===== src/rtl/square_wave_mc.sv =====
`default_nettype none
// ============================================================================
//  Module      : square_wave_mc
//  Description : Multi-channel phase-accumulator square-wave generator with
//                shadowed per-channel config applied at phase wrap.
//  Revision    : 1.0 - initial release
// ============================================================================
module square_wave_mc #(
    parameter int NCH   = 4,
    parameter int ACC_W = 16,
    parameter int OUT_W = 16,
    parameter int CH_W  = (NCH > 1) ? $clog2(NCH) : 1
) (
    input  logic                 clk,
    input  logic                 reset,
    input  logic                 sync,
    input  logic                 cfg_valid,
    output logic                 cfg_ready,
    input  logic [CH_W-1:0]      cfg_ch,
    input  logic                 cfg_en,
    input  logic [ACC_W-1:0]     cfg_step,
    input  logic [ACC_W-1:0]     cfg_duty,
    input  logic [ACC_W-1:0]     cfg_phase,
    output logic                 cfg_err,
    output logic [NCH*OUT_W-1:0] wave_out,
    output logic [NCH-1:0]       wrap
);

    localparam logic [CH_W:0]      c_nch      = (CH_W + 1)'(NCH);
    localparam logic [OUT_W-1:0]   c_high     = {1'b0, {(OUT_W - 1){1'b1}}};
    localparam logic [OUT_W-1:0]   c_low      = {1'b1, {(OUT_W - 1){1'b0}}};
    localparam logic [ACC_W-1:0]   c_duty_rst = {1'b1, {(ACC_W - 1){1'b0}}};
    localparam int                 c_pad      = 1 << CH_W;

    logic [NCH-1:0]   w_pending;
    logic [c_pad-1:0] w_pend_pad;
    logic             w_ch_ok;
    logic             w_accept;
    logic             r_cfg_err;

    // Out-of-range channel indices read as "not pending" so the write is
    // accepted and dropped rather than stalling the port.
    always_comb begin
        w_pend_pad = '0;
        for (int k = 0; k < NCH; k++) begin
            w_pend_pad[k] = w_pending[k];
        end
    end

    assign w_ch_ok   = ({1'b0, cfg_ch} < c_nch);
    assign cfg_ready = w_ch_ok ? ~w_pend_pad[cfg_ch] : 1'b1;
    assign w_accept  = cfg_valid & cfg_ready;

    always_ff @(posedge clk or posedge reset) begin
        if (reset) begin
            r_cfg_err <= 1'b0;
        end else begin
            r_cfg_err <= w_accept & ~w_ch_ok;
        end
    end

    assign cfg_err = r_cfg_err;

    generate
        for (genvar gi = 0; gi < NCH; gi++) begin : g_ch
            localparam logic [CH_W-1:0] c_idx = CH_W'(gi);

            logic [ACC_W-1:0] r_acc;
            logic             r_en;
            logic [ACC_W-1:0] r_step;
            logic [ACC_W-1:0] r_duty;
            logic [ACC_W-1:0] r_phase;
            logic             r_sh_en;
            logic [ACC_W-1:0] r_sh_step;
            logic [ACC_W-1:0] r_sh_duty;
            logic [ACC_W-1:0] r_sh_phase;
            logic             r_pend;
            logic [OUT_W-1:0] r_wave;
            logic             r_wrap;

            logic [ACC_W:0]   w_sum;
            logic             w_carry;
            logic             w_apply;
            logic             w_write;
            logic             w_en_nxt;
            logic [ACC_W-1:0] w_phase_nxt;
            logic [ACC_W-1:0] w_acc_nxt;

            assign w_sum       = {1'b0, r_acc} + {1'b0, r_step};
            // sync realigns instead of accumulating, so it never produces a wrap
            assign w_carry     = r_en & w_sum[ACC_W] & ~sync;
            assign w_apply     = r_pend & (w_carry | sync | ~r_en);
            assign w_write     = w_accept & w_ch_ok & (cfg_ch == c_idx);
            assign w_en_nxt    = w_apply ? r_sh_en    : r_en;
            assign w_phase_nxt = w_apply ? r_sh_phase : r_phase;

            // Load phase when disabled, on sync, or on the 0->1 enable edge;
            // otherwise advance with the step that was active this cycle.
            always_comb begin
                w_acc_nxt = w_sum[ACC_W-1:0];
                if (!w_en_nxt || sync || !r_en) begin
                    w_acc_nxt = w_phase_nxt;
                end
            end

            always_ff @(posedge clk or posedge reset) begin
                if (reset) begin
                    r_acc      <= '0;
                    r_en       <= 1'b0;
                    r_step     <= '0;
                    r_duty     <= c_duty_rst;
                    r_phase    <= '0;
                    r_sh_en    <= 1'b0;
                    r_sh_step  <= '0;
                    r_sh_duty  <= '0;
                    r_sh_phase <= '0;
                    r_pend     <= 1'b0;
                    r_wave     <= '0;
                    r_wrap     <= 1'b0;
                end else begin
                    r_acc  <= w_acc_nxt;
                    r_wrap <= w_carry;
                    if (!r_en) begin
                        r_wave <= '0;
                    end else if (r_acc < r_duty) begin
                        r_wave <= c_high;
                    end else begin
                        r_wave <= c_low;
                    end
                    if (w_apply) begin
                        r_en    <= r_sh_en;
                        r_step  <= r_sh_step;
                        r_duty  <= r_sh_duty;
                        r_phase <= r_sh_phase;
                        r_pend  <= 1'b0;
                    end else if (w_write) begin
                        r_sh_en    <= cfg_en;
                        r_sh_step  <= cfg_step;
                        r_sh_duty  <= cfg_duty;
                        r_sh_phase <= cfg_phase;
                        r_pend     <= 1'b1;
                    end
                end
            end

            assign w_pending[gi]                 = r_pend;
            assign wave_out[gi*OUT_W +: OUT_W]   = r_wave;
            assign wrap[gi]                      = r_wrap;
        end
    endgenerate

endmodule
`default_nettype wire


===== config.mk =====
export PLATFORM = sky130hd
export DESIGN_NAME = square_wave_mc
export DESIGN_NICKNAME = d
export VERILOG_FILES = /design/src/rtl/square_wave_mc.sv
export SDC_FILE = /design/constraint.sdc
export NUM_CORES = 1
export LEC_CHECK = 0
export CAP_MARGIN = 25
export CORE_ASPECT_RATIO = 1.5
export CORE_MARGIN = 2
export CORE_UTILIZATION = 53
export DETAILED_ROUTE_END_ITERATION = 8
export PLACE_DENSITY = 0.82
export SYNTH_ARGS = -nofsm -noshare
export SYNTH_HDL_FRONTEND = slang
export SYNTH_SLANG_ARGS = --single-unit
export TNS_END_PERCENT = 5

===== constraint.sdc =====
create_clock -name clk -period 20 [get_ports clk]
set_input_delay 4 -clock clk [delete_from_list [all_inputs] [get_ports clk]]
set_output_delay 4 -clock clk [all_outputs]
set_load 0.01 [all_outputs]

# Word level (Yosys, flattened, before mapping)
# Index checks and enable logic that the tools add are counted.
[classes]
add_sub_neg = 4
n_lt_le_gt_ge = 5
eq_ne = 3
n_mux = 30
bitwise_logic = 35
reduce_logical = 25
[op_table]
columns = ["cell", "count"]
rows = [
  ["16-bit two-way mux", 16],
  ["16-bit by 16-bit adder with 17-bit output", 4],
  ["16-bit < comparator", 4],
  ["1-bit AND", 17],
  ["1-bit two-way mux", 13],
  ["1-bit NOT", 10],
  ["1-bit logical NOT", 8],
  ["1-bit logical OR", 8],
  ["1-bit OR", 8],
  ["2-bit AND reduction", 4],
  ["2-bit nonzero test", 4],
  ["2-bit == test (second input constant)", 2],
  ["2-bit by 3-bit < comparator with 1-bit output (second input constant)", 1],
  ["1-bit binary-select mux with 2-bit select", 1],
  ["2-bit by 1-bit == test with 1-bit output (second input constant)", 1],
  ["2-bit logical NOT", 1],
]
[totals]
reg_bits = 528
in_bits = 55
out_inout_bits = 70

# Longest topological paths before layout
# Gate-level depths: netlist (run 1).
[depth]
ltp_word = 11
mapped_depth = 11

# Worst setup path before layout (run 1)
# No wires, ideal clock.
[synth_path]
path_type = "input to output"
from = "in cfg_ch[1]"
to = "out cfg_ready"
t_arrival_ps = 4561
t_required_ps = 16000
slack_ps = 11439
path_stages = 2
n_path_buf = 0
cell_sequence = "mux4_2 -> inv_1"
[synth_between]
elab_chain_cells = 3
[synth_lines]
columns = ["item", "line_no", "text"]
rows = [
  ["start, declared", "19", "input logic [CH_W-1:0] cfg_ch,"],
  ["1-bit binary-select mux with 2-bit select", "51", "assign cfg_ready = w_ch_ok ? ~w_pend_pad[cfg_ch] : 1'b1;"],
  ["1-bit two-way mux (not written as such)", "51", ""],
  ["1-bit NOT", "51", ""],
  ["end, declared", "18", "output logic cfg_ready,"],
]
# Every way passes these cells. The select of a mux whose other input is x is not followed.

# Worst setup path in the final report (run 1)
# Ends and elaborated chain as after synthesis.

==> results of run 1 <==
per-layer routing:
| layer | up-vias | share of wire, % |
|---|---|---|
| met1 | 7342 | 38 |
| met3 | 163 | 4.0 |
| met5 | - | 0 |
| li1 | 6532 | - |
| met4 | 0 | 4.9 |
| met2 | 417 | 53 |
where the power goes:
group | switching, mW | internal [mW] | total [mW]
clock | 0.368 | 0.470 | 0.838
combinational | 1.16 | 1.13 | 2.29
sequential | 0.272 | 1.39 | 1.67
flip-flops by register name, indices dropped and copies added, names as in the netlist:
register / count
g_ch.r_phase: 64
g_ch.r_step: 64
g_ch.r_wave: 8
g_ch.r_wrap: 4
g_ch.r_duty: 64
g_ch.r_acc: 64
g_ch.r_sh_en: 4
g_ch.r_en: 4
g_ch.r_sh_step: 64
g_ch.r_sh_duty: 64
g_ch.r_pend: 4
g_ch.r_sh_phase: 64
worst max-delay path by stage:
stage | startpoint | end
after floorplan | reset | g_ch[0].r_acc[0]
after global placement | cfg_ch[1] | cfg_ready
after detailed placement | cfg_ch[1] | cfg_ready
after CTS | cfg_ch[1] | cfg_ready
after global routing | cfg_ch[1] | cfg_ready
final | cfg_ch[1] | cfg_ready
kinds of logic (layout without fill, tap and decap cells):
kind of cell             after synthesis  count (layout)  synth area share, %
flip-flops                           472             472                 51.4
adder cells (fa/ha/maj)              128             128                 7.10
AND/OR/NAND/NOR                      223             223                 4.76
buffers and inverters                200             293                 4.85
XOR/XNOR                              48              48                 1.83
multiplexers                         446             446                 21.6
AO/OA/AOI/OAI                        289             289                 8.47
other                                  1               1               0.0163
cells in the final DEF (no fill, tap or decap), types with 15 or more instances in the layout:
cell             instances
dfrtp_1                468
mux2_2                 387
ha_1                   124
clkdlybuf4s50_1        123
a21oi_1                 72
inv_1                   70
nand2_1                 67
o21ai_0                 55
mux2i_1                 54
nor2_1                  51
clkbuf_16               43
a21o_1                  42
nand2b_1                25
xnor2_1                 25
xor2_1                  23
a211oi_1                20
nor2b_1                 20
buf_4                   19
nand3_1                 15
layout make-up:
class | instances | area, µm²
clock inverter | 25 | 285
sequential | 472 | 11800
multi-input combinational | 1135 | 10100
timing repair buffer | 147 | 1490
clock buffer | 50 | 1120
inverter | 71 | 274
fill | 3170 | 17100
tap | 570 | 713
critical path, cell delays in order:
cell,delay (ps)
clkdlybuf4s50_1,630
mux4_2,530
inv_1,60
clkdlybuf4s50_1,520
==> flow_summary.ini, run 1 <==
[outcome]
status = completed

[detailed_routing]
ant_nets = 0
vias = 14454
routed_wl_um = 52900
post_drt_wl_per_cell_um = 21.4
drtIter0Drc = 752
via_per_inst = 5.85
dr.pass1.iters = 5
drc = 0

[grt]
grt_pass1_wl_um = 82600
use_met3_pct = 2.75
grt_use_met1_pct = 26.5
grt-ovfl-total = 0
grt_max_degree = 166
track_usage_pct = 23.4
grt_busiest_layer = met2
antenna_found_initial = 1
grt_pass1_vias = 15411
met2_usage_pct = 43.6

[sta]
setup_viol_count_final = 0
fin_crit_sh_pct = 48.8
slew_violations = 0
tns_ps = 0
finalWorstSetupSlack_ps = 10250
worst_slew_margin_rel_pct = 28.4
finalHoldViolCount = 0
worst_hold_slack_ps = 488
max_freq_mhz = 103
finClkSkew_ps = 19.4
rsz0062_at_grt = no
worst_pin_slew_ps = 1060
fin_crit_ps = 9750

[synth]
synth_area_leaders = dfrtp_1 (51%), mux2_2 (19%), ha_1 (6.7%)
synth_edf_count = 0
synth.yosys.seq_area_share_pct = 51.4
synth_area_mm2 = 0.0230
syn_area_per_cell_um2 = 12.7
async_flop_share_pct = 100
synth_cells = 1807
synthFlopType = dfrtp_1
yosys_register_bits = 472
yosysWarnings = 0
syn-num-nets = 1990
synthTopCellsByCount = dfrtp_1 (468), mux2_2 (387), ha_1 (124)
synthDistinctLibCells = 69
synth_most_common_cell = dfrtp_1
synth_top_cell_area_share_pct = 50.9
yosysTopAreaCell = dfrtp_1

[worst_hold_path]
hp-class = reg -> reg
hold_end = g_ch[3].r_duty[1]
hold_path_depth = 1
min_from = g_ch[3].r_sh_duty[1]

[floorplanning]
design.core.area_mm2 = 0.0429
start_util_pct = 53.6
die_area_mm2 = 0.0451
die_h_um = 259
io_pins = 125
die_width_um = 174
std_cell_rows = 93

[clock_network]
post_cts_buffers = 0
htreeDepth = 2
cts_sinks = 472
hold_buffers = 0
clockBufferDepth = 3
clock_latency_ps = 560
cts_resized = 0
root_buffer = clkbuf_16
cts_tree = yes
path_clk_slew_ps = 70
cts_made_buffers = 42

[worst_setup_path]
r2r_setup_slack_ps = 16240
timing.rr.start = g_ch[2].r_acc[0]
crit_fanout = 5
cp-start-kind = input pin
cp.arrival_ps = 5750
worstRegToRegCells = 10
cp_data_required_time_ps = 16000
crit_path_end_kind = primary output
reg2reg_to = g_ch[2].r_phase[1]
crit_type = in -> out

[power]
power_density_mw_per_mm2 = 186
leakage_nw = 11.5
ir_drop_v = 0.0000873
total_power_mw = 4.79

[placement]
placed_cell_area_mm2 = 0.0243
place_hpwl_um = 36700
dpl_worst_slack_ps = 10240
io_buffers = 123
gp_congestion = 0.902
dp_cells = 2391

[finish]
instances_no_fill = 2470
drive_gt1_share_pct = 26.8
fin_util_pct = 60.1
antenna_cells = 0
fin_nets = 2052
area_growth_pct = 12.2
fin_area_mm2 = 0.0258

[flow_run]
cap_violations = 0
Note: power is estimated with default switching activity, not from simulation.
==> inputs of run 2 (changes only) <==
==> constraint.sdc (replaced) <==
create_clock -name clk -period 9.8 [get_ports clk]
set_input_delay 1.96 -clock clk [delete_from_list [all_inputs] [get_ports clk]]
set_output_delay 1.96 -clock clk [all_outputs]
set_load 0.01 [all_outputs]
==> run 2 against run 1 <==
Register-to-register slack got worse by 10000 ps. Utilization increased by 0.27 points. Via count about the same. Sequential share of layout area decreased by 0.21 points. Combinational power increased by 100%. Wire length decreased by 0.11%. Global-route usage increased by 0.16 points. Critical path type unchanged.
==> flow_summary.ini, run 2 (synthesized netlist as in run 1, its figures left out) <==
[outcome]
status = completed

[worst_setup_path]
r2r_setup_slack_ps = 5990
timing.rr.start = g_ch[2].r_acc[0]
crit_path_cell_trace = clkdlybuf4s50_1 -> mux4_2 -> inv_1 -> clkdlybuf4s50_1
reg2reg_to = g_ch[2].r_duty[12]
worstRegToRegCells = 10
cpLargestDelayFamily = buffers and inverters
crit_buf_inv = 3
cpPeakStageDelay_ps = 630
crit_type = in -> out
cpMaxStageDelayCell = clkdlybuf4s50_1
cp_data_required_time_ps = 7840
crit_fanout = 5
cp.arrival_ps = 3720
crit_path_end_kind = primary output
cp-start-kind = input pin
crit_path_frequent_cell = clkdlybuf4s50_1

[power]
leakage_nw = 11.5
p_int_mw = 6.18
ir_drop_v = 0.000160
swShare_pct = 37.3
clkPwrFrac_pct = 18.2
pwr-share-comb_pct = 47.2
p_switching_mw = 3.68
power_density_mw_per_mm2 = 380
seq_power_share_pct = 34.6

[floorplanning]
io_pins = 125
die_h_um = 259
start_util_pct = 53.6
die_width_um = 174
die_area_mm2 = 0.0451
std_cell_rows = 93
design.core.area_mm2 = 0.0429

[placement]
place_hpwl_um = 36900
io_buffers = 123
placed_cell_area_mm2 = 0.0243
dp_cells = 2392
gp_congestion = 0.889

[sta]
fin_crit_sh_pct = 57.9
worst_pin_slew_ps = 1160
slew_violations = 0
setup_viol_count_final = 0
finalHoldViolCount = 0
worst_hold_slack_ps = 486
finClkSkew_ps = 18.5
tns_ps = 0
fin_crit_ps = 5680
worst_slew_margin_rel_pct = 22.8
max_freq_mhz = 176
rsz0062_at_grt = no

[flow_run]
cap_violations = 0

[clock_network]
cts_made_buffers = 43
cts_sinks = 472
clockBufferDepth = 3
root_buffer = clkbuf_16
hold_buffers = 0
path_clk_slew_ps = 60
cts_tree = yes
htreeDepth = 2
post_cts_buffers = 0
cts_resized = 0
clock_latency_ps = 570

[detailed_routing]
drtIter0Drc = 920
via_per_inst = 5.85
post_drt_wl_per_cell_um = 21.3
routed_wl_um = 52800
vias = 14465
drc = 0
ant_nets = 0
dr.pass1.iters = 5

[finish]
area_growth_pct = 12.7
final_common_cell = dfrtp_1
antenna_cells = 0
fin_util_pct = 60.4
layout_common_cells = dfrtp_1 (468), mux2_2 (387), ha_1 (124), clkdlybuf4s50_1 (123), a21oi_1 (72)
fin_area_mm2 = 0.0259
regArea_mm2 = 0.0118
drive_gt1_share_pct = 27.0
multi_input_area_mm2 = 0.0101
fin_nets = 2054
fillCellCount = 3194
instances_no_fill = 2474

[grt]
grt_pass1_wl_um = 83400
antenna_found_initial = 0
grt_pass1_vias = 15487
grt_max_degree = 189
track_usage_pct = 23.6
grt-ovfl-total = 0

[worst_hold_path]
hold_path_depth = 1
min_from = g_ch[3].r_sh_duty[1]
hold_end = g_ch[3].r_duty[1]
hp-class = reg -> reg
[run 2: power by group through the flow]
stage          clock network, mW  registers (mW)  logic [mW]
6_report                    1.79            3.41        4.66
5_1_grt                     1.90            3.51        5.10
4_1_cts                     1.82            3.40        4.64
3_5_place_dp                   0            3.43        4.57
3_3_place_gp                   0            3.37        4.35
2_1_floorplan                  0            3.24        3.60
[run 2: metal layers]
layer | global-route usage [%] | wire length (µm) | up-vias
li1 | - | - | 6532
met1 | 27.2 | 19900 | 7347
met3 | 3.18 | 2280 | 182
met2 | 42.4 | 27500 | 404
met5 | 0 | 0 | -
met4 | 12.7 | 3080 | 0
[run 2: worst max path at each step]
stage                         start          endpoint  cells after the start  slack, ps
after floorplan               reset  g_ch[0].r_acc[0]                      1       1450
after global placement    cfg_ch[1]         cfg_ready                      4       4130
after detailed placement  cfg_ch[1]         cfg_ready                      4       4110
after CTS                 cfg_ch[1]         cfg_ready                      4       4110
after global routing      cfg_ch[1]         cfg_ready                      4       4060
final                     cfg_ch[1]         cfg_ready                      4       4120
[run 2: per-stage QoR]
step	setup slack (ps)	total power, mW
6_report	4120	9.86
5_1_grt	4060	10.5
4_1_cts	4110	9.87
3_5_place_dp	4110	8.00
3_3_place_gp	4130	7.72
2_1_floorplan	1450	6.84
[run 2: final cells by class]
cell class	instances	share of cell area, %
Timing Repair Buffer	148	5.80
Clock buffer	56	4.69
Clock inverter	22	1.14
Tap cell	570	2.75
Multi-Input combinational cell	1135	39.0
Sequential cell	472	45.6
Inverter	71	1.04
